--- src/rtl/puf_ctrl_pkg.sv ---
// Shared types and byte constants for the PUF main controller.
// Holds the FSM state enums, command/header/error codes and counter sizing.
package puf_ctrl_pkg;

    typedef enum logic [3:0] {
        ST_INIT,
        ST_IDLE,
        ST_GET_CHAL,
        ST_PUF_START,
        ST_PUF_WAIT,
        ST_SEND_HDR,
        ST_SEND_ID,
        ST_SEND_RESP,
        ST_SEND_ERR,
        ST_FLUSH
    } state_t;

    typedef enum logic [1:0] {
        R_CHECK,
        R_READ,
        R_LATCH,
        R_SEND
    } resp_phase_t;

    typedef enum logic [1:0] {
        TX_IDLE,
        TX_WAIT_FREE,
        TX_WAIT_RISE,
        TX_WAIT_FALL
    } tx_state_t;

    localparam logic [7:0] CMD_ID      = 8'h49;
    localparam logic [7:0] CMD_CHAL    = 8'h43;
    localparam logic [7:0] HDR_ID      = 8'hA1;
    localparam logic [7:0] HDR_RESP    = 8'hA2;
    localparam logic [7:0] ERR_CMD     = 8'hE1;
    localparam logic [7:0] ERR_TIMEOUT = 8'hE2;

    // tx_busy must rise within this many cycles of the send pulse
    localparam int TX_GUARD_CYCLES = 4;

    // shared counter: wide enough for a 2^20 cycle PUF timeout
    localparam int CNT_W = 21;

endpackage

--- src/rtl/puf_main_controller_tx_byte_sender.sv ---
// One-byte UART send handshake: wait free, pulse, wait busy rise/fall.
// Ports: start/byte_in launch a byte, done pulses on completion; tx_* to UART.
module tx_byte_sender
    import puf_ctrl_pkg::*;
(
    input  logic       clk,
    input  logic       reset_n,
    input  logic       start,
    input  logic [7:0] byte_in,
    input  logic       tx_busy,
    output logic       tx_enable,
    output logic [7:0] tx_data,
    output logic       done
);

    localparam logic [1:0] GUARD_LAST = 2'(TX_GUARD_CYCLES - 1);

    tx_state_t  st;
    logic [1:0] guard;

    always_ff @(posedge clk or negedge reset_n) begin
        if (!reset_n) begin
            st        <= TX_IDLE;
            guard     <= '0;
            tx_enable <= 1'b0;
            tx_data   <= '0;
            done      <= 1'b0;
        end else begin
            tx_enable <= 1'b0;
            done      <= 1'b0;
            case (st)
                TX_IDLE: begin
                    if (start) begin
                        tx_data <= byte_in;
                        guard   <= '0;
                        // fire in the launch cycle when the UART is free
                        if (tx_busy) begin
                            st <= TX_WAIT_FREE;
                        end else begin
                            tx_enable <= 1'b1;
                            st        <= TX_WAIT_RISE;
                        end
                    end
                end
                TX_WAIT_FREE: begin
                    if (!tx_busy) begin
                        tx_enable <= 1'b1;
                        guard     <= '0;
                        st        <= TX_WAIT_RISE;
                    end
                end
                TX_WAIT_RISE: begin
                    if (tx_busy) begin
                        st <= TX_WAIT_FALL;
                    end else if (guard == GUARD_LAST) begin
                        // UART never acknowledged: treat as sent
                        done <= 1'b1;
                        st   <= TX_IDLE;
                    end else begin
                        guard <= guard + 2'd1;
                    end
                end
                TX_WAIT_FALL: begin
                    if (!tx_busy) begin
                        done <= 1'b1;
                        st   <= TX_IDLE;
                    end
                end
            endcase
        end
    end

endmodule

--- src/rtl/puf_main_controller.sv ---
// PUF main controller: UART command decode, challenge load, PUF run, replies.
// Ports: rx_*/tx_* UART, challenge_* regfile, PUF_*, FIFO_*, id_*, sub-resets, error.
module puf_main_controller
    import puf_ctrl_pkg::*;
#(
    parameter int CHALLENGE_BYTES = 8,
    parameter int ID_BYTES        = 4,
    parameter int MAX_RESP_BYTES  = 64,
    parameter int PUF_TIMEOUT     = 4096,
    parameter int INIT_CYCLES     = 16,
    localparam int CIW = (CHALLENGE_BYTES > 1) ? $clog2(CHALLENGE_BYTES) : 1,
    localparam int IW  = (ID_BYTES > 1) ? $clog2(ID_BYTES) : 1
) (
    input  logic           clk,
    input  logic           reset_n,
    input  logic           rx_valid,
    input  logic [7:0]     rx_data,
    output logic           rx_enable,
    input  logic           tx_busy,
    output logic           tx_enable,
    output logic [7:0]     tx_data,
    output logic           challenge_we,
    output logic [CIW-1:0] challenge_idx,
    output logic [7:0]     challenge_data,
    output logic           PUF_reset,
    output logic           PUF_enable,
    input  logic           PUF_done,
    input  logic           FIFO_empty,
    output logic           FIFO_re,
    input  logic [7:0]     FIFO_data,
    output logic           FIFO_reset,
    output logic [IW-1:0]  id_idx,
    input  logic [7:0]     id_byte,
    output logic           UART_reset,
    output logic           error
);

    state_t           state;
    resp_phase_t      rphase;
    logic [CNT_W-1:0] cnt;
    logic             hdr_is_id;

    logic       snd_start;
    logic [7:0] snd_byte;
    logic       snd_done;

    logic timeout_hit;
    logic id_last;
    logic resp_stop;

    assign timeout_hit = (cnt == CNT_W'(PUF_TIMEOUT - 1));
    assign id_last     = (cnt == CNT_W'(ID_BYTES));
    assign resp_stop   = (cnt == CNT_W'(MAX_RESP_BYTES)) || FIFO_empty;

    // Launches are combinational so a byte can go out on the same edge
    // the FSM changes state (e.g. header right after PUF_done).
    always_comb begin
        snd_start = 1'b0;
        snd_byte  = 8'h00;
        case (state)
            ST_IDLE: begin
                if (rx_valid && rx_data != CMD_CHAL) begin
                    snd_start = 1'b1;
                    snd_byte  = (rx_data == CMD_ID) ? HDR_ID : ERR_CMD;
                end
            end
            ST_PUF_WAIT: begin
                if (PUF_done) begin
                    snd_start = 1'b1;
                    snd_byte  = HDR_RESP;
                end else if (timeout_hit) begin
                    snd_start = 1'b1;
                    snd_byte  = ERR_TIMEOUT;
                end
            end
            ST_SEND_HDR: begin
                if (snd_done && hdr_is_id) begin
                    snd_start = 1'b1;
                    snd_byte  = id_byte;
                end
            end
            ST_SEND_ID: begin
                if (snd_done && !id_last) begin
                    snd_start = 1'b1;
                    snd_byte  = id_byte;
                end
            end
            ST_SEND_RESP: begin
                if (rphase == R_LATCH) begin
                    snd_start = 1'b1;
                    snd_byte  = FIFO_data;
                end
            end
            default: ;
        endcase
    end

    tx_byte_sender u_sender (
        .clk       (clk),
        .reset_n   (reset_n),
        .start     (snd_start),
        .byte_in   (snd_byte),
        .tx_busy   (tx_busy),
        .tx_enable (tx_enable),
        .tx_data   (tx_data),
        .done      (snd_done)
    );

    always_ff @(posedge clk or negedge reset_n) begin
        if (!reset_n) begin
            state          <= ST_INIT;
            rphase         <= R_CHECK;
            cnt            <= '0;
            hdr_is_id      <= 1'b0;
            error          <= 1'b0;
            rx_enable      <= 1'b0;
            challenge_we   <= 1'b0;
            challenge_idx  <= '0;
            challenge_data <= '0;
            PUF_reset      <= 1'b1;
            PUF_enable     <= 1'b0;
            FIFO_re        <= 1'b0;
            FIFO_reset     <= 1'b1;
            UART_reset     <= 1'b1;
            id_idx         <= '0;
        end else begin
            challenge_we <= 1'b0;
            FIFO_re      <= 1'b0;
            PUF_reset    <= 1'b0;
            FIFO_reset   <= 1'b0;
            case (state)
                ST_INIT: begin
                    PUF_reset  <= 1'b1;
                    FIFO_reset <= 1'b1;
                    if (cnt == CNT_W'(INIT_CYCLES)) begin
                        UART_reset <= 1'b0;
                        PUF_reset  <= 1'b0;
                        FIFO_reset <= 1'b0;
                        rx_enable  <= 1'b1;
                        cnt        <= '0;
                        state      <= ST_IDLE;
                    end else begin
                        cnt <= cnt + CNT_W'(1);
                    end
                end
                ST_IDLE: begin
                    if (rx_valid) begin
                        unique case (1'b1)
                            (rx_data == CMD_ID): begin
                                error     <= 1'b0;
                                hdr_is_id <= 1'b1;
                                rx_enable <= 1'b0;
                                state     <= ST_SEND_HDR;
                            end
                            (rx_data == CMD_CHAL): begin
                                error <= 1'b0;
                                cnt   <= '0;
                                state <= ST_GET_CHAL;
                            end
                            default: begin
                                rx_enable <= 1'b0;
                                state     <= ST_SEND_ERR;
                            end
                        endcase
                    end
                end
                ST_GET_CHAL: begin
                    if (rx_valid) begin
                        challenge_we   <= 1'b1;
                        challenge_idx  <= CIW'(cnt);
                        challenge_data <= rx_data;
                        if (cnt == CNT_W'(CHALLENGE_BYTES - 1)) begin
                            rx_enable  <= 1'b0;
                            PUF_reset  <= 1'b1;
                            FIFO_reset <= 1'b1;
                            state      <= ST_PUF_START;
                        end else begin
                            cnt <= cnt + CNT_W'(1);
                        end
                    end
                end
                ST_PUF_START: begin
                    PUF_enable <= 1'b1;
                    cnt        <= '0;
                    state      <= ST_PUF_WAIT;
                end
                ST_PUF_WAIT: begin
                    // done on the timeout cycle still wins
                    if (PUF_done) begin
                        PUF_enable <= 1'b0;
                        hdr_is_id  <= 1'b0;
                        state      <= ST_SEND_HDR;
                    end else if (timeout_hit) begin
                        PUF_enable <= 1'b0;
                        state      <= ST_SEND_ERR;
                    end else begin
                        cnt <= cnt + CNT_W'(1);
                    end
                end
                ST_SEND_HDR: begin
                    if (snd_done) begin
                        if (hdr_is_id) begin
                            // byte 0 launched now; point at byte 1
                            cnt <= CNT_W'(1);
                            if (ID_BYTES > 1) begin
                                id_idx <= IW'(1);
                            end
                            state <= ST_SEND_ID;
                        end else begin
                            cnt    <= '0;
                            rphase <= R_CHECK;
                            state  <= ST_SEND_RESP;
                        end
                    end
                end
                ST_SEND_ID: begin
                    if (snd_done) begin
                        if (id_last) begin
                            id_idx    <= '0;
                            rx_enable <= 1'b1;
                            state     <= ST_IDLE;
                        end else begin
                            cnt <= cnt + CNT_W'(1);
                            if (cnt < CNT_W'(ID_BYTES - 1)) begin
                                id_idx <= id_idx + IW'(1);
                            end
                        end
                    end
                end
                ST_SEND_RESP: begin
                    case (rphase)
                        R_CHECK: begin
                            // cap and empty both end with a 1-cycle FIFO reset
                            if (resp_stop) begin
                                FIFO_reset <= 1'b1;
                                state      <= ST_FLUSH;
                            end else begin
                                FIFO_re <= 1'b1;
                                rphase  <= R_READ;
                            end
                        end
                        R_READ: rphase <= R_LATCH;
                        R_LATCH: begin
                            cnt    <= cnt + CNT_W'(1);
                            rphase <= R_SEND;
                        end
                        R_SEND: begin
                            if (snd_done) begin
                                rphase <= R_CHECK;
                            end
                        end
                    endcase
                end
                ST_SEND_ERR: begin
                    if (snd_done) begin
                        error     <= 1'b1;
                        rx_enable <= 1'b1;
                        state     <= ST_IDLE;
                    end
                end
                ST_FLUSH: begin
                    rx_enable <= 1'b1;
                    state     <= ST_IDLE;
                end
                default: state <= ST_INIT;
            endcase
        end
    end

endmodule

--- config.mk ---
export PLATFORM = sky130hd
export DESIGN_NAME = puf_main_controller
export DESIGN_NICKNAME = d
export VERILOG_FILES = /design/src/rtl/puf_ctrl_pkg.sv /design/src/rtl/puf_main_controller_tx_byte_sender.sv /design/src/rtl/puf_main_controller.sv
export SDC_FILE = /design/constraint.sdc
export NUM_CORES = 1
export LEC_CHECK = 0
export BUFFER_PORTS_ARGS = -buffer_cell sky130_fd_sc_hd__buf_2
export CAP_MARGIN = 15
export CORE_AREA = 10 10 107 109
export DETAILED_ROUTE_END_ITERATION = 10
export DIE_AREA = 0 0 117 119
export PLACE_DENSITY = 0.66
export SLEW_MARGIN = 20
export SYNTH_ARGS = -nofsm -noshare
export SYNTH_HDL_FRONTEND = slang
export SYNTH_SLANG_ARGS = --single-unit
--- constraint.sdc ---
create_clock -name clk -period 4 [get_ports clk]
set_input_delay 0.4 -clock clk [delete_from_list [all_inputs] [get_ports clk]]
set_output_delay 0.4 -clock clk [all_outputs]
set_load 0.02 [all_outputs]
==> impl_metrics.yaml <==
floorplanning:
  die_area_um2: 13900
  rows: 36
  top_level_ports: 60
  floorplan.initialDensity_pct: 41.9
  dieHeight_um: 119
  chipWidth_um: 117
  core_um2: 9460
critical_path:
  critPathKind: "flip-flop to flip-flop"
  cp.arrival_ns: 2.99
  endpoint_kind: "flip-flop"
  cp.required_ns: 4.24
  startpoint_type: "flip-flop"
  path_max_fanout: 22
routing:
  postRouteAntennaNets: 0
  wire_per_inst_um: 17.5
  vias_per_cell: 5.90
  drtPass1Iterations: 5
  routed_wl_um: 10600
  drt_iter0_drc: 350
  vias: 3574
  drc: 0
yosys:
  synthMuxAreaShare_pct: 1.90
  synth-simple-area-share_pct: 28.0
  syn_inst: 433
  synth_top_area_share_pct: 37.9
  ys_seq_area_share_pct: 39.9
  synth_top_family_by_area: "simple AND/OR/NAND/NOR gates"
  async_flop_share_pct: 100
  synth_cell_type_count: 79
  synth.avg_cell_area_um2: 9.14
  ys.flop_type: "dfrtp_1"
  synth_area_um2: 3960
  yosysWarnings: 0
  synthTopCellsByArea: "dfrtp_1 (38%), nand2_1 (6.3%), nor2_1 (3.5%)"
  synth_xor_area_share_pct: 0.442
  synth.net_count: 469
  ys_ff_latch: 63
  synthAdderAreaFrac_pct: 1.90
  yosysTopAreaCell: "dfrtp_1"
  synth_edf_count: 0
  synth_compound_area_share_pct: 23.0
finish:
  final_common_cell: "nand2_1"
  final_util_pct: 48.0
  mostFrequentLayoutCells: "nand2_1 (66), dfrtp_1 (60), buf_2 (58), nor2_1 (37), inv_1 (18)"
  antenna_cells: 0
  fin_area_um2: 4540
  final.fill_count: 898
  synthToLayoutAreaGrowth_pct: 14.6
  nets: 524
  drive_above_1_share_pct: 22.4
  instances_no_fill: 606
sta:
  slew_viol_final: 0
  rsz0062_at_grt: "false"
  hold_ws_ns: 0.0615
  hold_viol: 0
  max_slew_margin_pct: 48.3
  min_period_over_period_pct: 68.9
  fin_skew_ns: 0.00981
  worst_pin_slew_ns: 0.772
  finalSetupViolations: 0
  setup_slack_ns: 1.24
  setup_tns_ns: 0
  fmaxAchievable_mhz: 363
  fin_crit_ns: 2.76
global_routing:
  grt_pass1_vias: 3525
  grt_max_degree: 49
  grt_pass1_wl_um: 17700
  grt_overflow: 0
  gr-usage-all-layers_pct: 15.7
  antenna_found_initial: 0
clock_network:
  path_clk_slew_ns: 0.07
  cts_repair_resize_count: 0
  htree_levels: 3
  post_cts_buffers: 0
  cts_tree: "done"
  cts_sinks: 63
  clk_latency_ns: 0.35
  cts_root_buf: "clkbuf_8"
  cts_hold_buffers: 0
  cts_buffers: 9
  clockBufferDepth: 2
power_and_ir_drop:
  peakVddDrop_mv: 0.339
  p_leak_nw: 2.05
  p_per_area_nw_per_um2: 651
  total_power_mw: 2.95
placed_design:
  place_ws_ns: 1.27
  dp.cells: 591
  port_buffers: 59
  placed_area_um2: 4320
  dpl.hpwl_um: 7730
  gp_congestion: 0.930
min_path:
  hp-class: "primary input to asynchronous set/reset pin"
flow_run:
  drv_cap: 0
status:
  run_status: "completed"
==> worst max-delay path, cell delays in order (launching register included) <==
cell	delay (ns)
dfrtp_1	0.44
inv_1	0.13
ha_1	0.32
nor4bb_1	0.36
nand2_1	0.14
nor3_1	0.16
o21ba_2	0.52
nor3_4	0.23
a221o_1	0.34
==> metal layers <==
metal / GRT usage, % / vias to the layer above / share of wire (%)
met3: 6.02 / 16 / 7.1
met1: 20.7 / 1724 / 46
met2: 23.5 / 112 / 46
met5: 0 / - / 0
met4: 4.25 / 0 / 1.2
li1: - / 1722 / -
==> flip-flops by register name, indices dropped and copies added (netlist names) <==
signal,count
FIFO_re,1
FIFO_reset,1
PUF_enable,1
PUF_reset,1
UART_reset,1
challenge_data,8
challenge_idx,3
challenge_we,1
cnt,21
error,1
hdr_is_id,1
id_idx,2
rphase,2
rx_enable,1
state,4
u_sender.done,1
u_sender.guard,2
u_sender.st,2
u_sender.tx_data,8
u_sender.tx_enable,1
==> cell type report <==
type	instances	area (um^2)	share of cell area (%)
Tap cell	114	143	3.14
Clock inverter	2	37.5	0.827
Clock buffer	13	179	3.94
Inverter	19	71.3	1.57
Multi-Input combinational cell	330	2180	48.1
Timing Repair Buffer	65	343	7.55
Sequential cell	63	1580	34.8
==> worst paths after layout <==
check | start | to | slack [ns] | depth (start not counted)
max | cnt[0]$_DFFE_PN0P_ | cnt[16]$_DFFE_PN0P_ | 1.24 | 8
max in group asynchronous | reset_n | cnt[5]$_DFFE_PN0P_ | 3.26 | 2
min in group clk | rx_data[0] | challenge_data[0]$_DFFE_PN0P_ | 0.26 | 3
min reg2reg | challenge_data[4]$_DFFE_PN0P_ | challenge_data[4]$_DFFE_PN0P_ | 0.48 | 2
max reg2reg | cnt[0]$_DFFE_PN0P_ | cnt[16]$_DFFE_PN0P_ | 1.24 | 8
min | reset_n | u_sender.tx_data[2]$_DFFE_PN0P_ | 0.06 | 1
==> where the power goes <==
group	internal, mW	switching (mW)
clock network	0.352	0.245
registers	0.801	0.152
logic	0.506	0.899
==> Yosys cell counts (all sizes together), types with 3 or more instances <==
master and instances:
clkbuf 6, a211oi 4, o21a 6, nor2b 6, buf 15, ha 6
o31ai 14, dfrtp 60, inv 19, nand2 67, nor3b 4, a21boi 4
nor3 18, a221o 5, dfstp 3, nor4 7, nand3 14, nand4b 3
o32ai 4, a22o 12, a21oi 14, and2 7, nor2 37, o21ai 23
o211ai 4, a31oi 5, and4 3, nor4b 3, mux2i 3, nand4 8
mux2 4, and3 7, nor4bb 4, a21o 4
==> cell families after synthesis <==
kind of cell / after synthesis
buffers and inverters: 40
AOI/OAI and AO/OA: 119
adders and majority gates: 6
and+or+nand+nor: 196
DFF: 63
muxes: 7
xor gates and xnor gates: 2
No activity file was read; power rests on OpenSTA's default activity.
